$ cat src/rtl/mem_chan_arb_pkg.sv
// mem_chan_pkg: shared encodings for the memory channel arbiter.
//   state_e  - channel FSM states (IDLE / ISSUE / WAIT)
//   owner_e  - requester identity (IF = fetch, LS = load-store)
//   IDX_W_DEF / IDX_LSB_DEF - default DDR word-index geometry
package mem_chan_pkg;

    localparam int IDX_W_DEF   = 19;
    localparam int IDX_LSB_DEF = 3;

    typedef enum logic [1:0] {
        ST_IDLE  = 2'd0,
        ST_ISSUE = 2'd1,
        ST_WAIT  = 2'd2
    } state_e;

    typedef enum logic {
        OWN_IF = 1'b0,
        OWN_LS = 1'b1
    } owner_e;

endpackage

$ cat src/rtl/mem_chan_arb_rr_arb2.sv
// rr_arb2: two-way round-robin grant (fetch vs load-store).
//   clock, reset  - clock, async active-high reset
//   i_req_if      - fetch request (already qualified by the caller)
//   i_req_ls      - load-store request
//   i_accept      - a grant was taken this cycle; updates last-granted
//   o_gnt_vld     - some requester is granted
//   o_gnt_owner   - which requester is granted
// The grant itself is purely combinational; only the last-granted memory
// is registered. It resets to LS so fetch wins the first tie.
module rr_arb2
    import mem_chan_pkg::*;
(
    input  logic   clock,
    input  logic   reset,
    input  logic   i_req_if,
    input  logic   i_req_ls,
    input  logic   i_accept,
    output logic   o_gnt_vld,
    output owner_e o_gnt_owner
);

    owner_e r_last;

    always_comb begin
        o_gnt_vld = i_req_if | i_req_ls;
        if (i_req_if && i_req_ls)
            o_gnt_owner = (r_last == OWN_IF) ? OWN_LS : OWN_IF;
        else if (i_req_ls)
            o_gnt_owner = OWN_LS;
        else
            o_gnt_owner = OWN_IF;
    end

    always_ff @(posedge clock or posedge reset) begin
        if (reset)
            r_last <= OWN_LS;
        else if (i_accept)
            r_last <= o_gnt_owner;
    end

endmodule

$ cat src/rtl/mem_chan_arb.sv
// mem_chan_arb: shares one DDR command/response channel between the fetch
// unit and the load-store unit, one transaction outstanding at a time.
//   clock, reset                 - clock, async active-high reset
//   if_req_*/if_done/if_rdata    - fetch request handshake and completion
//   redirect_valid               - front-end redirect, kills an in-flight fetch
//   ls_req_*/ls_done/ls_rdata    - load-store request handshake and completion
//   ddr_req_*/ddr_index/we/...   - DDR command (held stable until accepted)
//   ddr_resp_valid/ddr_rdata     - DDR response (read data or write ack)
// Killed fetches still run to completion on the DDR side so the response is
// drained; only the if_done pulse is suppressed.
module mem_chan_arb
    import mem_chan_pkg::*;
#(
    parameter int IDX_W   = IDX_W_DEF,
    parameter int IDX_LSB = IDX_LSB_DEF
) (
    input  logic             clock,
    input  logic             reset,
    input  logic             if_req_valid,
    input  logic [63:0]      if_req_addr,
    output logic             if_req_ready,
    output logic             if_done,
    output logic [63:0]      if_rdata,
    input  logic             redirect_valid,
    input  logic             ls_req_valid,
    output logic             ls_req_ready,
    input  logic [63:0]      ls_req_addr,
    input  logic             ls_req_we,
    input  logic [63:0]      ls_req_wdata,
    input  logic [7:0]       ls_req_wmask,
    output logic             ls_done,
    output logic [63:0]      ls_rdata,
    output logic             ddr_req_valid,
    input  logic             ddr_req_ready,
    output logic [IDX_W-1:0] ddr_index,
    output logic             ddr_we,
    output logic [63:0]      ddr_wdata,
    output logic [7:0]       ddr_wmask,
    input  logic             ddr_resp_valid,
    input  logic [63:0]      ddr_rdata
);

    state_e           r_state, w_state_nxt;
    owner_e           r_owner;
    logic [IDX_W-1:0] r_index;
    logic             r_we;
    logic [63:0]      r_wdata;
    logic [7:0]       r_wmask;
    logic             r_kill;
    logic             r_if_done, r_ls_done;
    logic [63:0]      r_if_rdata, r_ls_rdata;

    logic             w_if_eff;
    logic             w_gnt_vld;
    owner_e           w_gnt_owner;
    logic             w_accept;
    logic             w_resp;
    logic             w_kill_now;
    logic             w_unused;

    // A fetch presented alongside a redirect carries a stale address, so it
    // is hidden from the arbiter; LS may take the slot instead.
    assign w_if_eff = if_req_valid && !redirect_valid;

    rr_arb2 u_arb (
        .clock       (clock),
        .reset       (reset),
        .i_req_if    (w_if_eff),
        .i_req_ls    (ls_req_valid),
        .i_accept    (w_accept),
        .o_gnt_vld   (w_gnt_vld),
        .o_gnt_owner (w_gnt_owner)
    );

    // Ready is only ever raised toward a valid requester, so ready==handshake.
    assign w_accept = if_req_ready || ls_req_ready;
    assign w_resp   = (r_state == ST_WAIT) && ddr_resp_valid;

    // Include the current cycle's redirect so one arriving together with the
    // response still suppresses if_done.
    assign w_kill_now = r_kill ||
                        (redirect_valid && (r_owner == OWN_IF) && (r_state != ST_IDLE));

    always_ff @(posedge clock or posedge reset) begin
        if (reset)
            r_state <= ST_IDLE;
        else
            r_state <= w_state_nxt;
    end

    always_comb begin
        w_state_nxt   = r_state;
        if_req_ready  = 1'b0;
        ls_req_ready  = 1'b0;
        ddr_req_valid = 1'b0;
        case (r_state)
            ST_IDLE: begin
                if (w_gnt_vld && !reset) begin
                    if_req_ready = (w_gnt_owner == OWN_IF);
                    ls_req_ready = (w_gnt_owner == OWN_LS);
                    w_state_nxt  = ST_ISSUE;
                end
            end
            ST_ISSUE: begin
                ddr_req_valid = 1'b1;
                if (ddr_req_ready)
                    w_state_nxt = ST_WAIT;
            end
            ST_WAIT: begin
                if (ddr_resp_valid)
                    w_state_nxt = ST_IDLE;
            end
            default: w_state_nxt = ST_IDLE;
        endcase
    end

    always_ff @(posedge clock or posedge reset) begin
        if (reset) begin
            r_owner    <= OWN_IF;
            r_index    <= '0;
            r_we       <= 1'b0;
            r_wdata    <= '0;
            r_wmask    <= '0;
            r_kill     <= 1'b0;
            r_if_done  <= 1'b0;
            r_ls_done  <= 1'b0;
            r_if_rdata <= '0;
            r_ls_rdata <= '0;
        end else begin
            r_if_done <= 1'b0;
            r_ls_done <= 1'b0;

            if (w_accept) begin
                r_owner <= w_gnt_owner;
                if (w_gnt_owner == OWN_IF) begin
                    r_index <= if_req_addr[IDX_LSB +: IDX_W];
                    r_we    <= 1'b0;
                    r_wdata <= '0;
                    r_wmask <= 8'hFF;
                end else begin
                    r_index <= ls_req_addr[IDX_LSB +: IDX_W];
                    r_we    <= ls_req_we;
                    r_wdata <= ls_req_wdata;
                    r_wmask <= ls_req_wmask;
                end
            end

            if (w_resp) begin
                r_kill <= 1'b0;
                if (r_owner == OWN_IF) begin
                    r_if_done <= !w_kill_now;
                    if (!w_kill_now)
                        r_if_rdata <= ddr_rdata;
                end else begin
                    r_ls_done  <= 1'b1;
                    r_ls_rdata <= r_we ? 64'd0 : ddr_rdata;
                end
            end else if (r_state != ST_IDLE) begin
                r_kill <= w_kill_now;
            end
        end
    end

    assign ddr_index = r_index;
    assign ddr_we    = r_we;
    assign ddr_wdata = r_wdata;
    assign ddr_wmask = r_wmask;
    assign if_done   = r_if_done;
    assign if_rdata  = r_if_rdata;
    assign ls_done   = r_ls_done;
    assign ls_rdata  = r_ls_rdata;

    // Address bits outside the index window are intentionally dropped.
    assign w_unused = ^{if_req_addr, ls_req_addr};

endmodule

$ cat config.mk
export PLATFORM = sky130hd
export DESIGN_NAME = mem_chan_arb
export DESIGN_NICKNAME = d
export VERILOG_FILES = /design/src/rtl/mem_chan_arb_pkg.sv /design/src/rtl/mem_chan_arb_rr_arb2.sv /design/src/rtl/mem_chan_arb.sv
export SDC_FILE = /design/constraint.sdc
export NUM_CORES = 1
export LEC_CHECK = 0
export ABC_AREA = 1
export CAP_MARGIN = 10
export CORE_AREA = 2 2 191 193
export CTS_BUF_LIST = sky130_fd_sc_hd__clkbuf_4 sky130_fd_sc_hd__clkbuf_8
export CTS_CLUSTER_DIAMETER = 50
export DETAILED_ROUTE_END_ITERATION = 8
export DIE_AREA = 0 0 193 195
export PLACE_DENSITY = 0.55
export RECOVER_POWER = 50
export SLEW_MARGIN = 10
export SYNTH_ARGS = -nofsm -noshare
export SYNTH_HDL_FRONTEND = slang
export SYNTH_SLANG_ARGS = --single-unit
$ cat constraint.sdc
create_clock -name clock -period 23.8 [get_ports clock]
set_input_delay 3.57 -clock clock [delete_from_list [all_inputs] [get_ports clock]]
set_output_delay 3.57 -clock clock [all_outputs]
set_load 0.03 [all_outputs]
Yosys cells after proc, flatten, opt, wreduce, memory -nomap -nowiden:

Index checks and enable logic that the tools add are counted.
Widths: inputs -> output; s select.

* memory bits (read-only): 0
* latch bits: 0
* memories: 0
* RAM bits: 0
* register bits after elaboration: 227

* equality and inequality tests: 5
* muxes and demuxes: 23
* magnitude comparators: 0
* bitwise gates (word level): 4
* $mul: 0
* reductions and logical operators: 17
* shifts and indexed selects: 0
* add/sub/neg operators: 0
* div/mod/pow operators: 0

Operator list (number)
* $mux 64: 2
* $mux 19: 1
* $mux 1: 15
* $mux 8: 1
* $logic_and 1x1->1: 6
* $mux 2: 3
* $ne 2x2->1 const B: 3
* $pmux 2 s3: 1
* $reduce_and 3->1: 2
* $reduce_bool 2->1: 2
* $logic_not 1->1: 3
* $not 1->1: 3
* $eq 2x1->1 const B: 1
* $eq 2x2->1 const B: 1
* $logic_not 2->1: 1
* $logic_or 1x1->1: 2
* $reduce_and 2->1: 1
* $or 1x1->1: 1

Logic depth before layout (Yosys ltp):

Gate-level depths: netlist (run 1).

* depth after elaboration: 8
* depth in mapped cells: 9

Modules after synthesis:

A second synthesis (run 1) with hierarchy kept.

* cell total of the unflattened synthesis: 1018
* area, all modules: 9097.5 um^2

Modules (own cells, without submodules)
* mem_chan_arb: area each 9033.7 um^2, seq. area each 5655.4 um^2, instances 1, cells each 1009
* rr_arb2: area each 63.8 um^2, seq. area each 26.3 um^2, instances 1, cells each 9

Worst setup path before layout (run 1):

No wires, ideal clock.

* kind: input to output
* start: input port reset
* end: output port if_req_ready
* path slack: 10381 ps
* buffers on the path: 1
* cell stages on the path: 4
* required time: 20230 ps
* arrival: 9849 ps
* cells stage by stage: inv_1 nand4_1 clkbuf_1 nor2_1

* cells in the longest elaborated chain, start to end: 4

Ends and longest elaborated chain
* start, declared: RTL line mem_chan_arb.sv:18 `input logic reset,`
* $logic_not 1->1 (no line)
* $logic_and 1x1->1: RTL line mem_chan_arb.sv:98 `if (w_gnt_vld && !reset) begin`
* $mux 1: RTL line mem_chan_arb.sv:98
* $mux 1: RTL line mem_chan_arb.sv:96 `case (r_state)`
* end, declared: RTL line mem_chan_arb.sv:21 `output logic if_req_ready,`

Every way passes these cells.

Worst setup path after layout (run 1):

* start: input port reset
* end: output port ls_req_ready

* cells in the longest elaborated chain, start to end: 4

Ends and longest elaborated chain
* $logic_not 1->1 (no line)
* $logic_and 1x1->1: RTL line mem_chan_arb.sv:98
* $mux 1: RTL line mem_chan_arb.sv:98
* $mux 1: RTL line mem_chan_arb.sv:96
* end, declared: RTL line mem_chan_arb.sv:26 `output logic ls_req_ready,`

Every way passes these cells.

==> metrics.cfg, run 1 <==
[timing]
rsz0062_at_grt = no
relSlewSlack_pct = -227
hold_violations = 0
fin_skew_ns = 0.0209
timing.fmax_mhz = 74.3
hold_slack_ns = 0.462
finalMaxSlewViolations = 289
tightest_slew_ns = 4.88
worst_slack_ns = 10.35
fin_setup_tns_ns = 0
fin_crit_sh_pct = 56.5
setup_viol = 0
period_needed_ns = 13.45

[clock_network]
post_cts_buffers = 0
cts_buffers = 44
clk_path_buf_depth = 3
clk-insertion-delay-late_ns = 0.55
clk_pin_slew_worst_paths_ns = 0.06
cts-root-buf = clkbuf_8
cts-resized-gates = 0
holdBufCountCts = 0
clock-sinks = 227
cts_tree = yes
htree_num_levels = 2

[setup_path]
crit_slowest_cell = clkinvlp_2
cpLargestDelayFamily = buffers and inverters
worstPathRequired_ns = 20.23
cpMostUsedCell = nand2_1
slowest_delay_ns = 3.58
path_buf_inv = 4
crit_path_end_kind = primary output
reg2reg_depth = 7
path_cells = dlygate4sd3_1, clkinvlp_2, nand2_1, nor2_4, nand2_1, inv_1, clkdlybuf4s50_1
cp.depth = 7
critPathArrivalTime_ns = 9.88
critPathLaunchType = primary input
crit_type = in2out
crit_fanout = 103

[yosys]
synthCells = 1209
synth_nets = 1481
yosysTopAreaCell = dfrtp_1
yosysMostFrequentCell = nand2_1
syn_area_um2 = 9820
async_flop_share_pct = 100
ys_warn_count = 0
ys_seq_area_share_pct = 57.8
synth_enable_flop_cells = 0
ys_ff_latch = 227
avgSynthCellArea_um2 = 8.13
synth_area_leaders = dfrtp_1 58%, nand2_1 20%, nand3_1 7.6%
synthTopCellsByCount = 526 x nand2_1, 226 x dfrtp_1, 149 x nand3_1, 79 x inv_1, 71 x nor2_1
synth_cell_types = 19
synth_top_flop_cell = dfrtp_1
synth_top_area_share_pct = 57.6

[finish]
drive_gt1_share_pct = 6.05
area_growth_pct = 52.9
final_area_um2 = 15000
nets = 1864
fillers = 3611

[power_and_ir_drop]
p_total_uw = 1930
p_per_area_nw_per_um2 = 129
vdd_drop_max_uv = 82.5
leakage_uw = 0.00793

[routing]
routed_wire_length_per_instance_um = 16.6
num_vias = 9299
drc = 0
viasPerCell = 4.46
wl_um = 34600
drtAntennaViolNets = 0
firstDrtPassIters = 4
drt_iter0_markers = 387

[placed_design]
place_congestion = 0.799
pre_cts_ws_ns = 14.22
port_buffers = 406
postPlaceCellArea_um2 = 14100
dp_hpwl_um = 22100

[grt]
antenna_found_initial = 2
grt_first_pass_wirelength_um = 53700
grt_usage_pct = 18.2
grt_max_degree = 104
grt_overflow = 0
grt_pass1_vias = 9364

[status]
status = finished, violations left
violations = max-capacitance violations, max-slew violations

[worst_hold_path]
hold_path_class = reg2reg
min_delay_path_depth = 2

[floorplanning]
initial_utilization_pct = 27.8
core_um2 = 35400
die_h_um = 195
core.rowCount = 69
boundaryPins = 497
die_w_um = 193
dieArea_um2 = 37600

[job]
drv_cap = 4

==> layout by cell type (no fill, tap or decap), drive strengths merged <==
cell type,n
o31ai,2
clkbuf,69
dfrtp,226
nand3,150
bufinv,1
nor2,72
dlygate4sd3,170
nand2,526
inv,84
clkdlybuf4s50,236
clkinv,8
o21ai,64
nand4,1
a21oi,1
dfstp,1
clkinvlp,1
diode,1
buf,9
==> per-stage QoR <==
step | cells | util (%)
floorplan | 1209 | -
global placement | 2007 | 39.9
detailed placement | 2007 | 39.9
CTS | 2082 | 42.5
global route | 2083 | 42.4
finish | 2083 | 42.4
==> flip-flops by register name, indices dropped and copies added (netlist names) <==
signal / cells
ddr_index: 19
ddr_wdata: 64
ddr_we: 1
ddr_wmask: 8
if_done: 1
if_rdata: 64
ls_done: 1
ls_rdata: 64
r_kill: 1
r_owner: 1
r_state: 2
u_arb.r_last: 1
==> worst register-to-register path, stage by stage (launching register included) <==
cell and delay [ns]:
dfrtp_1 0.38, inv_2 0.11, nand3_2 0.06, clkbuf_1 1.11, nor2_1 0.82, clkbuf_1 2.23, nand3_1 0.55, nand2_1 0.20
==> metal layers <==
metal,global-route usage [%],up-vias,share of wire [%]
met5,0,-,0
met4,7.07,0,3.4
met3,7.01,71,11
met2,29.2,374,46
met1,21.9,4343,40
li1,-,4511,-
==> area by class of cell <==
| cell class | count | area [um2] | share of cell area (%) |
|---|---|---|---|
| sequential | 227 | 5680 | 37.8 |
| timing repair buffer | 418 | 4140 | 27.6 |
| multi-input combinational | 816 | 3390 | 22.5 |
| clock buffer | 66 | 827 | 5.51 |
| tap | 461 | 577 | 3.84 |
| inverter | 85 | 320 | 2.13 |
| clock inverter | 9 | 81.3 | 0.542 |
| antenna | 1 | 2.50 | 0.0167 |
==> power breakdown <==
group / internal, uW / switching, uW / leakage (uW)
clock network: 233 / 170 / 0.000487
registers: 543 / 79.6 / 0.00294
logic: 315 / 590 / 0.00450
total: 1090 / 840 / 0.00793
==> final timing paths <==
check / slack, ns / startpoint / end
worst max-delay path: 10.35 / reset / ls_req_ready
worst min-delay path: 0.46 / if_rdata[21] / if_rdata[21]
worst max register to register: 18.25 / r_state[0] / ls_rdata[30]
worst min register to register: 0.46 / if_rdata[21] / if_rdata[21]
max in group asynchronous: 14.50 / reset / ddr_wdata[53]
min in group asynchronous: 4.96 / reset / if_rdata[51]
==> logic make-up after synthesis <==
logic type	count (synthesis)	share of synthesized area, %
flops	227	57.8
compound gates	67	3.46
simple gates	749	30.6
buf+inv	166	8.06
(Power assumes the default switching activity.)
==> run 2, diff against run 1 <==
--- a/config.mk
+++ b/config.mk
@@ -7,11 +7,11 @@
 export LEC_CHECK = 0
 export ABC_AREA = 1
 export CAP_MARGIN = 10
-export CORE_AREA = 2 2 191 193
+export CORE_AREA = 2 2 192 194
 export CTS_BUF_LIST = sky130_fd_sc_hd__clkbuf_4 sky130_fd_sc_hd__clkbuf_8
 export CTS_CLUSTER_DIAMETER = 50
 export DETAILED_ROUTE_END_ITERATION = 8
-export DIE_AREA = 0 0 193 195
+export DIE_AREA = 0 0 194 196
 export PLACE_DENSITY = 0.55
 export RECOVER_POWER = 50
 export SLEW_MARGIN = 10
==> constraint.sdc (replaced) <==
create_clock -name clock -period 13.6 [get_ports clock]
set_input_delay 2.04 -clock clock [delete_from_list [all_inputs] [get_ports clock]]
set_output_delay 2.04 -clock clock [all_outputs]
set_load 0.03 [all_outputs]
==> metrics.cfg, run 2 (synthesis results as in run 1) <==
[grt]
grt_overflow = 0
grt_first_pass_wirelength_um = 54200
grt_pass1_vias = 9476
grt_max_degree = 100
grt_usage_pct = 17.9
antenna_found_initial = 3

[setup_path]
critPathArrivalTime_ns = 7.37
crit_path_end_kind = flop
critPathLaunchType = primary input
rrSetupSlack_ns = 8.30
reg2reg_from = r_state[1]
reg2reg_depth = 6
crit_type = in2reg
worstPathRequired_ns = 14.02
crit_fanout = 67
reg2reg_to = ls_rdata[5]

[status]
violations = max-capacitance violations, max-slew violations
status = finished, violations left

[power_and_ir_drop]
leakage_uw = 0.00788
p_total_uw = 3350
p_per_area_nw_per_um2 = 224
vdd_drop_max_uv = 92.9

[floorplanning]
die_w_um = 194
core_um2 = 36100
die_h_um = 196
core.rowCount = 70
dieArea_um2 = 38000
boundaryPins = 497
initial_utilization_pct = 27.2

[timing]
period_needed_ns = 6.95
fin_skew_ns = 0.00691
hold_violations = 0
rsz0062_at_grt = no
relSlewSlack_pct = -183
fin_crit_sh_pct = 51.1
setup_viol = 0
finalMaxSlewViolations = 291
timing.fmax_mhz = 144
fin_setup_tns_ns = 0
tightest_slew_ns = 4.25
worst_slack_ns = 6.65

[routing]
drtAntennaViolNets = 0
routed_wire_length_per_instance_um = 16.6
drt_iter0_markers = 339
num_vias = 9291
viasPerCell = 4.47
firstDrtPassIters = 4
drc = 0
wl_um = 34500

[placed_design]
postPlaceCellArea_um2 = 14100
dp_hpwl_um = 21900
place_congestion = 0.801
port_buffers = 406
pre_cts_ws_ns = 7.08

[worst_hold_path]
min_delay_path_depth = 2
whs_endpoint = ddr_wdata[37]
hold_path_class = reg2reg
min-delay-start = ddr_wdata[37]

[clock_network]
cts-resized-gates = 0
post_cts_buffers = 0
cts_buffers = 42
clock-sinks = 227
clk_path_buf_depth = 3
htree_num_levels = 2
clk_pin_slew_worst_paths_ns = 0.06
clk-insertion-delay-late_ns = 0.55
cts-root-buf = clkbuf_8
holdBufCountCts = 0
cts_tree = yes

[finish]
layout_common_cells = 525 x nand2_1, 239 x clkdlybuf4s50_1, 226 x dfrtp_1
drive_gt1_share_pct = 5.34
area_growth_pct = 52.2
final_common_cell = nand2_1
fillers = 3730
multi_input_area_um2 = 3380
nets = 1862
final_area_um2 = 15000
seq_area_um2 = 5680

[job]
drv_cap = 5

[run 2: cell count changes in the layout (fill, tap and decap cells not counted), sizes merged]
cell,change
clkinv,-7
dlygate4sd3,-3
inv,+1
diode,+1
buf,-1
bufinv,+1
clkdlybuf4s50,+3
clkbuf,-4
clkinvlp,-1
[run 2: layer usage]
layer / track usage [%] / up-vias / wire [um] / part of all wire, %
met5: 0 / - / 13 / 0.038
met4: 6.51 / 2 / 1050 / 3.1
met3: 6.70 / 64 / 3260 / 9.4
met2: 29.1 / 356 / 15900 / 46
met1: 21.6 / 4377 / 14200 / 41
li1: - / 4492 / - / -
[run 2: worst max-delay path by stage]
stage                   startpoint           end  slack [ns]  depth (start not counted)
global placement    redirect_valid  ls_req_ready        7.08                          8
floorplan                    reset  if_req_ready        3.24                          4
finish              ddr_resp_valid   ls_rdata[5]        6.65                          7
CTS                 redirect_valid  ls_req_ready        7.08                          8
global route                 reset   ls_rdata[5]        6.09                          3
detailed placement           reset  ls_req_ready        7.08                          7
[run 2: per-stage QoR]
| stage | hold WS, ns | util, % | cells |
|---|---|---|---|
| after detailed placement | 0.457 | 39.2 | 2014 |
| after floorplan | 0.444 | - | 1209 |
| final | 0.462 | 41.4 | 2080 |
| after CTS | 0.469 | 41.5 | 2078 |
| after global placement | 0.452 | 39.2 | 2014 |
| after global routing | 0.483 | 41.4 | 2080 |
[run 2: cell type report]
cell class	instances	area share (%)
flip-flops and latches	227	38.0
repair buffers	418	27.7
multi-input cells	816	22.6
clock buffers	61	5.15
well taps	468	3.92
inverters	85	2.18
clock inverters	3	0.435
diodes	2	0.0335
[run 2: report_power, final]
group,internal (uW),switching [uW],total (uW)
Combinational,550,1040,1590
Sequential,950,137,1090
Clock,395,277,672
[run 2: critical path, stage by stage]
cell and delay (ns):
dlygate4sd3_1 0.57, nand3_2 0.08, clkbuf_1 2.28, nor2_1 1.38
buf_4 0.66, nand3_1 0.17, nand2_1 0.06
==> run 3, diff against run 2 <==
==> constraint.sdc (replaced) <==
create_clock -name clock -period 6.7 [get_ports clock]
set_input_delay 1.005 -clock clock [delete_from_list [all_inputs] [get_ports clock]]
set_output_delay 1.005 -clock clock [all_outputs]
set_load 0.03 [all_outputs]
==> metrics.cfg, run 3 (synthesis results as in run 1) <==
[floorplanning]
core.rowCount = 70
core_um2 = 36100
die_h_um = 196
boundaryPins = 497
dieArea_um2 = 38000
initial_utilization_pct = 27.2
die_w_um = 194

[routing]
num_vias = 9233
drc = 0
drtAntennaViolNets = 0
viasPerCell = 4.42
drt_iter0_markers = 330
wl_um = 34500
routed_wire_length_per_instance_um = 16.5
firstDrtPassIters = 4

[clock_network]
clock-sinks = 227
clk-insertion-delay-late_ns = 0.56
cts_buffers = 43
cts_tree = yes
clk_pin_slew_worst_paths_ns = 0.06
post_cts_buffers = 0
clk_path_buf_depth = 3
holdBufCountCts = 0
cts-root-buf = clkbuf_8
cts-resized-gates = 0
htree_num_levels = 2

[finish]
layout_common_cells = 525 x nand2_1, 226 x dfrtp_1, 225 x clkdlybuf4s50_1
fillers = 3722
drive_gt1_share_pct = 6.11
nets = 1865
area_growth_pct = 53.1
final_common_cell = nand2_1
antenna_cells = 0

[timing]
hold_slack_ns = 0.463
fin_crit_sh_pct = 69.5
relSlewSlack_pct = -127
setup_viol = 0
tightest_slew_ns = 3.40
rsz0062_at_grt = no
finalMaxSlewViolations = 114
timing.fmax_mhz = 215
fin_skew_ns = 0.0169
fin_setup_tns_ns = 0
hold_violations = 0
period_needed_ns = 4.66

[power_and_ir_drop]
leakage_uw = 0.00796
p_per_area_nw_per_um2 = 456
vdd_drop_max_uv = 215

[setup_path]
crit_type = in2async
worstPathRequired_ns = 7.25
critPathLaunchType = primary input
critPathArrivalTime_ns = 5.21
crit_path_end_kind = async pin
crit_fanout = 69

[status]
violations = max-capacitance violations, max-slew violations
status = finished, violations left

[placed_design]
dp_hpwl_um = 22200
port_buffers = 406
place_congestion = 0.808

[job]
drv_cap = 2

[grt]
grt_first_pass_wirelength_um = 54500
grt_usage_pct = 17.9
grt_overflow = 0
grt_max_degree = 96
grt_pass1_vias = 9519
antenna_found_initial = 1

[worst_hold_path]
hold_path_class = reg2reg

==> run 3: power by group <==
part	leakage (uW)	internal (uW)	switching, uW	total, uW
Clock	0.000483	853	591	1440
Sequential	0.00294	1930	278	2210
Combinational	0.00454	1110	2110	3210
Total	0.00796	3890	2980	6860
==> run 3: metrics by stage <==
step | std cells | setup WS, ns | total power [uW] | instance area, um2 | util, %
2_1_floorplan | 1209 | 0.157 | 4080 | 9830 | -
5_1_grt | 2089 | 1.30 | 7280 | 15000 | 41.7
3_5_place_dp | 2016 | 2.29 | 5650 | 14100 | 39.2
3_3_place_gp | 2016 | 2.30 | 5630 | 14100 | 39.2
6_report | 2089 | 2.04 | 6860 | 15000 | 41.7
4_1_cts | 2089 | 2.28 | 7140 | 15100 | 41.7
==> run 3: worst max-delay path, cell delays in order <==
cell and delay, ns:
dlygate4sd3_1 0.56, clkinvlp_2 0.13, clkbuf_1 2.41, buf_4 1.03
==> run 3: area by class of cell <==
| cell class | count | area [um2] | share of cell area (%) |
|---|---|---|---|
| clock buffer | 66 | 821 | 5.46 |
| clock inverter | 7 | 91.3 | 0.607 |
| inverter | 85 | 320 | 2.13 |
| sequential | 227 | 5680 | 37.8 |
| tap | 468 | 586 | 3.89 |
| multi-input combinational | 816 | 3380 | 22.5 |
| timing repair buffer | 420 | 4160 | 27.6 |
==> run 3: worst paths after layout <==
| kind | from | endpoint | slack [ns] | depth (start not counted) |
|---|---|---|---|---|
| setup / recovery | reset | if_rdata[23] | 2.04 | 4 |
| hold / removal | if_rdata[27] | if_rdata[27] | 0.46 | 2 |
| setup reg to reg | r_state[0] | ls_rdata[58] | 3.40 | 6 |
| hold reg to reg | if_rdata[27] | if_rdata[27] | 0.46 | 2 |
| max in group clock | redirect_valid | ls_req_ready | 2.33 | 8 |
| min in group asynchronous | reset | r_kill | 2.12 | 3 |
==> run 3: per-layer routing <==
| layer | routed length, um | vias up | global-route usage [%] |
|---|---|---|---|
| li1 | - | 4513 | - |
| met1 | 14700 | 4298 | 21.7 |
| met2 | 15700 | 354 | 29.5 |
| met3 | 3050 | 68 | 6.50 |
| met4 | 978 | 0 | 6.34 |
| met5 | 0 | - | 0 |
